<file path="config.mk">
export PLATFORM = sky130hd
export DESIGN_NAME = pam4_tx
export DESIGN_NICKNAME = d
export VERILOG_FILES = /design/src/rtl/pam4_pkg.sv /design/src/rtl/pam4_tx_prbs7.sv /design/src/rtl/pam4_tx.sv
export SDC_FILE = /design/constraint.sdc
export NUM_CORES = 1
export LEC_CHECK = 0
export ABC_CLOCK_PERIOD_IN_PS = 6150
export BUFFER_PORTS_ARGS = -buffer_cell sky130_fd_sc_hd__buf_2
export CAP_MARGIN = 10
export CORE_MARGIN = 2
export CORE_UTILIZATION = 35
export CTS_BUF_LIST = sky130_fd_sc_hd__clkbuf_4
export CTS_CLUSTER_DIAMETER = 40
export DETAILED_ROUTE_END_ITERATION = 16
export HOLD_SLACK_MARGIN = 0.05
export PLACE_DENSITY_LB_ADDON = 0.1
export REMOVE_ABC_BUFFERS = 1
export SLEW_MARGIN = 10
export SYNTH_ARGS = -nofsm -noshare
export SYNTH_HDL_FRONTEND = slang
export SYNTH_SLANG_ARGS = --single-unit
</file>
<file path="constraint.sdc">
create_clock -name clk -period 6.15 [get_ports clk]
set_input_delay 0.615 -clock clk [delete_from_list [all_inputs] [get_ports clk]]
set_output_delay 0.615 -clock clk [all_outputs]
set_load 0.02 [all_outputs]
</file>
<file path="src/rtl/pam4_pkg.sv">
// Shared definitions for the PAM4 transmitter: state encoding, PRBS7
// constants, Gray-to-level mapping and output saturation helpers.
package pam4_pkg;

    // Transmitter FSM states.
    typedef enum logic [1:0] {
        S_IDLE  = 2'd0,
        S_TRAIN = 2'd1,
        S_SEND  = 2'd2
    } pam4_state_e;

    // PRBS7 polynomial x^7 + x^6 + 1: feedback taps are bits 6 and 5.
    localparam logic [6:0] PRBS7_SEED  = 7'h7F;
    localparam int         PRBS7_TAP_A = 6;
    localparam int         PRBS7_TAP_B = 5;

    // Gray-coded symbol to signed level. Inner levels sit at +/-sep/2,
    // outer levels one separation further out.
    function automatic int gray_to_level(input logic [1:0] sym, input int sep);
        int l0;
        int l1;
        l0 = sep / 2;
        l1 = sep / 2 + sep;
        case (sym)
            2'b00:   gray_to_level = -l1;
            2'b01:   gray_to_level = -l0;
            2'b11:   gray_to_level =  l0;
            default: gray_to_level =  l1;
        endcase
    endfunction

    // Symmetric saturation to +/-(2^(res-1)-1) so the most negative code
    // is never produced.
    function automatic int saturate(input int val, input int res);
        int lim;
        lim = (1 << (res - 1)) - 1;
        if (val > lim) begin
            saturate = lim;
        end else if (val < -lim) begin
            saturate = -lim;
        end else begin
            saturate = val;
        end
    endfunction

endpackage

</file>
<file path="src/rtl/pam4_tx_prbs7.sv">
// PRBS7 training-symbol source. The LFSR advances two steps per enabled
// cycle; the first generated bit is the symbol MSB. The sequence carries on
// across bursts and only reset returns it to the seed.
module prbs7_gen
    import pam4_pkg::*;
(
    input  logic       clk,
    input  logic       rstn,
    input  logic       i_en,
    output logic [1:0] o_sym
);

    logic [6:0] r_lfsr;
    logic       w_b1;
    logic       w_b2;
    logic [6:0] w_step1;
    logic [6:0] w_step2;

    // Two chained LFSR steps computed from the current state.
    always_comb begin
        w_b1    = r_lfsr[PRBS7_TAP_A] ^ r_lfsr[PRBS7_TAP_B];
        w_step1 = {r_lfsr[5:0], w_b1};
        w_b2    = w_step1[PRBS7_TAP_A] ^ w_step1[PRBS7_TAP_B];
        w_step2 = {w_step1[5:0], w_b2};
    end

    assign o_sym = {w_b1, w_b2};

    // Advance by one symbol (two bits) whenever a training symbol is consumed.
    always_ff @(posedge clk or negedge rstn) begin
        if (!rstn) begin
            r_lfsr <= PRBS7_SEED;
        end else if (i_en) begin
            r_lfsr <= w_step2;
        end
    end

endmodule

</file>
<file path="src/rtl/pam4_tx.sv">
// PAM4 transmitter with a two-tap ISI channel model (h = [1, 2^-H1_SHIFT]).
// Bytes are sent MSB-first as four Gray-coded symbols; training bursts send
// PRBS7 symbols and expose the ideal pre-ISI level alongside the output.
//
// Handshake: a byte is transferred on every rising edge where
// data_in_valid && data_in_ready. The source must hold data_in stable while
// valid is high and ready is low; ready never depends on valid.
module pam4_tx
    import pam4_pkg::*;
#(
    parameter int SIGNAL_RESOLUTION = 8,
    parameter int SYMBOL_SEPERATION = 56,
    parameter int H1_SHIFT          = 1,
    parameter int TRAIN_LENGTH      = 127
) (
    input  logic                                clk,
    input  logic                                rstn,
    input  logic [7:0]                          data_in,
    input  logic                                data_in_valid,
    output logic                                data_in_ready,
    input  logic                                train_start,
    output logic signed [SIGNAL_RESOLUTION-1:0] signal_out,
    output logic                                signal_out_valid,
    output logic signed [SIGNAL_RESOLUTION-1:0] train_data,
    output logic                                train_data_valid,
    output logic                                busy,
    output logic [1:0]                          dbg_state
);

    localparam logic [1:0] ST_IDLE  = S_IDLE;
    localparam logic [1:0] ST_TRAIN = S_TRAIN;
    localparam logic [1:0] ST_SEND  = S_SEND;

    localparam int RES1 = SIGNAL_RESOLUTION + 1;
    localparam int TCW  = (TRAIN_LENGTH > 1) ? $clog2(TRAIN_LENGTH) : 1;

    logic [1:0]                          r_state;
    logic [1:0]                          r_sym_cnt;
    logic [TCW-1:0]                      r_train_cnt;
    logic [7:0]                          r_byte;
    logic signed [SIGNAL_RESOLUTION-1:0] r_hist;
    logic signed [SIGNAL_RESOLUTION-1:0] r_signal;
    logic                                r_signal_valid;
    logic signed [SIGNAL_RESOLUTION-1:0] r_train_data;
    logic                                r_train_valid;

    logic                                w_accept;
    logic                                w_training;
    logic                                w_sym_valid;
    logic [1:0]                          w_prbs_sym;
    logic [1:0]                          w_send_sym;
    logic [1:0]                          w_sym;
    logic signed [SIGNAL_RESOLUTION-1:0] w_level;
    logic signed [SIGNAL_RESOLUTION-1:0] w_x;
    logic signed [RES1-1:0]              w_sum;
    logic signed [SIGNAL_RESOLUTION-1:0] w_sat;

    // Ready in IDLE (unless training is requested, which wins) and on the
    // last symbol of a byte so bytes can stream without gaps.
    assign data_in_ready = rstn &&
                           (((r_state == ST_IDLE) && !train_start) ||
                            ((r_state == ST_SEND) && (r_sym_cnt == 2'd3)));
    assign w_accept      = data_in_valid && data_in_ready;

    assign w_training  = (r_state == ST_TRAIN);
    assign w_sym_valid = (r_state == ST_TRAIN) || (r_state == ST_SEND);

    prbs7_gen u_prbs (
        .clk   (clk),
        .rstn  (rstn),
        .i_en  (w_training),
        .o_sym (w_prbs_sym)
    );

    // Pick the current byte symbol, MSB pair first.
    always_comb begin
        w_send_sym = 2'b00;
        case (r_sym_cnt)
            2'd0:    w_send_sym = r_byte[7:6];
            2'd1:    w_send_sym = r_byte[5:4];
            2'd2:    w_send_sym = r_byte[3:2];
            default: w_send_sym = r_byte[1:0];
        endcase
    end

    // Map the active symbol to a level and apply the post-cursor tap.
    always_comb begin
        w_sym   = w_training ? w_prbs_sym : w_send_sym;
        w_level = SIGNAL_RESOLUTION'(gray_to_level(w_sym, SYMBOL_SEPERATION));
        w_x     = w_sym_valid ? w_level : '0;
        w_sum   = RES1'(w_x) + (RES1'(r_hist) >>> H1_SHIFT);
        w_sat   = SIGNAL_RESOLUTION'(saturate(int'(w_sum), SIGNAL_RESOLUTION));
    end

    // FSM, symbol counters and byte holding register.
    always_ff @(posedge clk or negedge rstn) begin
        if (!rstn) begin
            r_state     <= ST_IDLE;
            r_sym_cnt   <= 2'd0;
            r_train_cnt <= '0;
            r_byte      <= 8'h00;
        end else begin
            case (r_state)
                ST_IDLE: begin
                    if (train_start) begin
                        r_state     <= ST_TRAIN;
                        r_train_cnt <= '0;
                    end else if (w_accept) begin
                        r_state   <= ST_SEND;
                        r_byte    <= data_in;
                        r_sym_cnt <= 2'd0;
                    end
                end
                ST_TRAIN: begin
                    if (r_train_cnt == TCW'(TRAIN_LENGTH - 1)) begin
                        r_state     <= ST_IDLE;
                        r_train_cnt <= '0;
                    end else begin
                        r_train_cnt <= r_train_cnt + 1'b1;
                    end
                end
                ST_SEND: begin
                    if (r_sym_cnt == 2'd3) begin
                        r_sym_cnt <= 2'd0;
                        if (w_accept) begin
                            r_byte <= data_in;
                        end else begin
                            r_state <= ST_IDLE;
                        end
                    end else begin
                        r_sym_cnt <= r_sym_cnt + 2'd1;
                    end
                end
                default: begin
                    r_state <= ST_IDLE;
                end
            endcase
        end
    end

    // Channel history and registered outputs; idle cycles feed x = 0.
    always_ff @(posedge clk or negedge rstn) begin
        if (!rstn) begin
            r_hist         <= '0;
            r_signal       <= '0;
            r_signal_valid <= 1'b0;
            r_train_data   <= '0;
            r_train_valid  <= 1'b0;
        end else begin
            r_hist         <= w_x;
            r_signal       <= w_sat;
            r_signal_valid <= w_sym_valid;
            r_train_data   <= w_training ? w_level : '0;
            r_train_valid  <= w_training;
        end
    end

    assign signal_out       = r_signal;
    assign signal_out_valid = r_signal_valid;
    assign train_data       = r_train_data;
    assign train_data_valid = r_train_valid;
    assign busy             = (r_state != ST_IDLE);
    assign dbg_state        = r_state;

endmodule

</file>
==> results.cfg <==
[worst_setup_path]
crit_fanout = 20
start_kind = flip-flop
rr_worst_depth = 12
path_class = reg -> reg
critical-path-max-stage-delay_ns = 0.67
cp_slowest_cell = ha_1
path_cells = inv_1, ha_1, nand2_1, o21a_1, ha_1, nand2b_1, fa_1, nand2b_1, a211oi_2, a2bb2oi_2, nor2b_1, a21oi_2
cp_num_buf_inv = 1
critical_path_required_ns = 6.40
worst_ep_arrival_time_ns = 3.94
path_delay_family = adder cells
crit_path_end_kind = flip-flop
worstSetupPathDepth = 12

[clock_tree]
numCtsBuffers = 5
cts-root-buf = clkbuf_4
clock_latency_ns = 0.36
clk_pin_slew_worst_paths_ns = 0.14
clock-sinks = 44
htreeDepth = 2
cts_tree = yes
clockBufferDepth = 2
cts_resized = 0
cts_setup_buffers = 0
hold_buffers = 0

[final_layout]
nNetsFinal = 278
area_delta_synth_final_pct = 11.7
final_common_cell = dfrtp_1
nFillCells = 657
final_cell_mix = 37 x dfrtp_1, 31 x buf_2, 19 x ha_1
drive_gt1_share_pct = 31.6
num_antenna_cells = 0

[timing]
hold_violations = 0
drv_slew = 0
fin_skew_ns = 0.0172
rsz0062_at_grt = false
worstMarginPinSlew_ns = 0.799
tns_ns = 0
fmax_mhz = 271
period_share_pct = 60.0
slew_headroom_pct = 46.8
finalCriticalPeriod_ns = 3.69
setup_viol = 0

[floorplan]
initial_core_util_pct = 35.6
dieWidth_um = 86.5
ios = 34
core_um2 = 6680
die_h_um = 86.5
rows = 30
die_area_um2 = 7480

[yosys]
ys_seq_area_share_pct = 46.6
ys_warn_count = 0
synth_area_um2 = 2380
avgSynthCellArea_um2 = 11.2
synthCells = 213
synth.distinct_cells = 49
synth_seq_cells = 44

[route]
drcViolationCount = 0
wl_per_cell_um = 13.5
drt_first_pass_iters = 4
drt_iter0_markers = 90
via_per_inst = 4.82
drt-total-wl_um = 4410
vias = 1575
ant_nets = 0

[worst_hold_path]
hold_path.class = in -> async

[grt]
grt_first_pass_wirelength_um = 7310
grt.total_usage_pct = 12.5
grt_max_degree = 47
first_global_vias = 1539
grt_overflow = 0
antenna_found_initial = 0

[placement]
io_buffers = 31
hpwl_um = 3220
place_congestion = 0.726

[flow_run]
maxCapViolCount = 0

[status]
status = finished clean
-- cell families (layout without fill, tap and decap cells) --
family / Yosys count / count (layout) / synth area share, %
AOI/OAI and AO/OA: 52 / 52 / 16.6
and+or+nand+nor: 51 / 51 / 11.9
adders and majority gates: 22 / 22 / 11.8
buffers and inverters: 24 / 57 / 4.62
muxes: 14 / 14 / 6.52
other: 1 / 2 / 0.157
DFF: 44 / 44 / 46.6
xor gates and xnor gates: 5 / 5 / 1.84
-- cell type report --
class                   count  area (um^2)  share of cell area, %
well taps                  80          100                   3.76
inverters                  17         63.8                   2.40
clock inverters             1         5.00                  0.188
multi-input cells         146         1160                   43.8
clock buffers               7         52.6                   1.98
repair buffers             32          163                   6.12
flip-flops and latches     44         1110                   41.7
-- per-layer routing --
layer	global-route usage (%)	share of wire (%)
met1	16.8	50
met2	20.0	46
met3	3.05	3.6
met4	3.41	0.95
met5	0	0
-- synthesized netlist by cell type (all sizes together) --
cell type,count,area (um^2)
a211oi,2,25.0
a21bo,1,10.0
a21boi,3,33.8
a21oi,8,51.3
a221oi,1,15.0
a222oi,2,20.0
a2bb2oi,1,15.0
a31oi,1,6.26
a32o,2,20.0
and2,2,12.5
and3,2,12.5
buf,5,37.5
clkbuf,2,8.75
conb,1,3.75
dfrtp,37,926
dfstp,7,184
fa,1,20.0
ha,19,238
inv,17,63.8
maj3,2,22.5
mux2,12,135
mux2i,2,20.0
nand2,13,51.3
nand2b,4,25.0
nand3,4,32.5
nand4,1,6.26
nor2,13,51.3
nor2b,6,37.5
nor3,1,16.3
nor3b,2,15.0
o21a,8,60.1
o21ai,17,88.8
o221ai,1,8.76
o31a,1,8.76
o31ai,3,22.5
o41ai,1,8.76
or2,1,6.26
or3,1,6.26
or4,1,11.3
xnor2,3,26.3
xor2,2,17.5
-- sequential cells by signal, indices dropped and copies added (netlist names) --
register and flops:
u_prbs.r_lfsr 7, r_sym_cnt 2, train_data 5, r_train_cnt 7
signal_out 8, r_byte 8, dbg_state 2, r_hist 5
-- worst paths after layout --
| check | start | to | slack [ns] |
|---|---|---|---|
| setup reg to reg | dbg_state[1] | signal_out[0] | 2.46 |
| min in group clk | data_in[1] | r_byte[1] | 0.45 |
| setup / recovery | dbg_state[1] | signal_out[0] | 2.46 |
| hold / removal | rstn | r_byte[4] | 0.33 |
| max in group asynchronous | rstn | r_train_cnt[1] | 5.42 |
| hold reg to reg | r_train_cnt[6] | r_train_cnt[6] | 0.50 |
-- worst register-to-register path, cell delays in order, from the launching register on --
cell       delay [ns]
dfrtp_1          0.43
inv_1            0.08
ha_1             0.68
nand2_1          0.24
o21a_1           0.20
ha_1             0.35
nand2b_1         0.20
fa_1             0.43
nand2b_1         0.18
a211oi_2         0.20
a2bb2oi_2        0.36
nor2b_1          0.21
a21oi_2          0.04
-- through the flow --
step / setup WS [ns] / hold slack (ns) / instances / cell area [um^2] / utilization [%]
after floorplan: 2.84 / 0.319 / 207 / 2340 / -
final: 2.46 / 0.326 / 327 / 2660 / 39.8
after global routing: 2.22 / 0.373 / 327 / 2660 / 39.8
after detailed placement: 2.42 / 0.476 / 319 / 2600 / 38.9
after CTS: 2.41 / 0.334 / 327 / 2660 / 39.8
after global placement: 2.43 / 0.471 / 319 / 2600 / 38.9
Power is left out: the tool's default activity adds up to more than one toggle a clock period on the data nets, which glitch-free logic cannot reach.
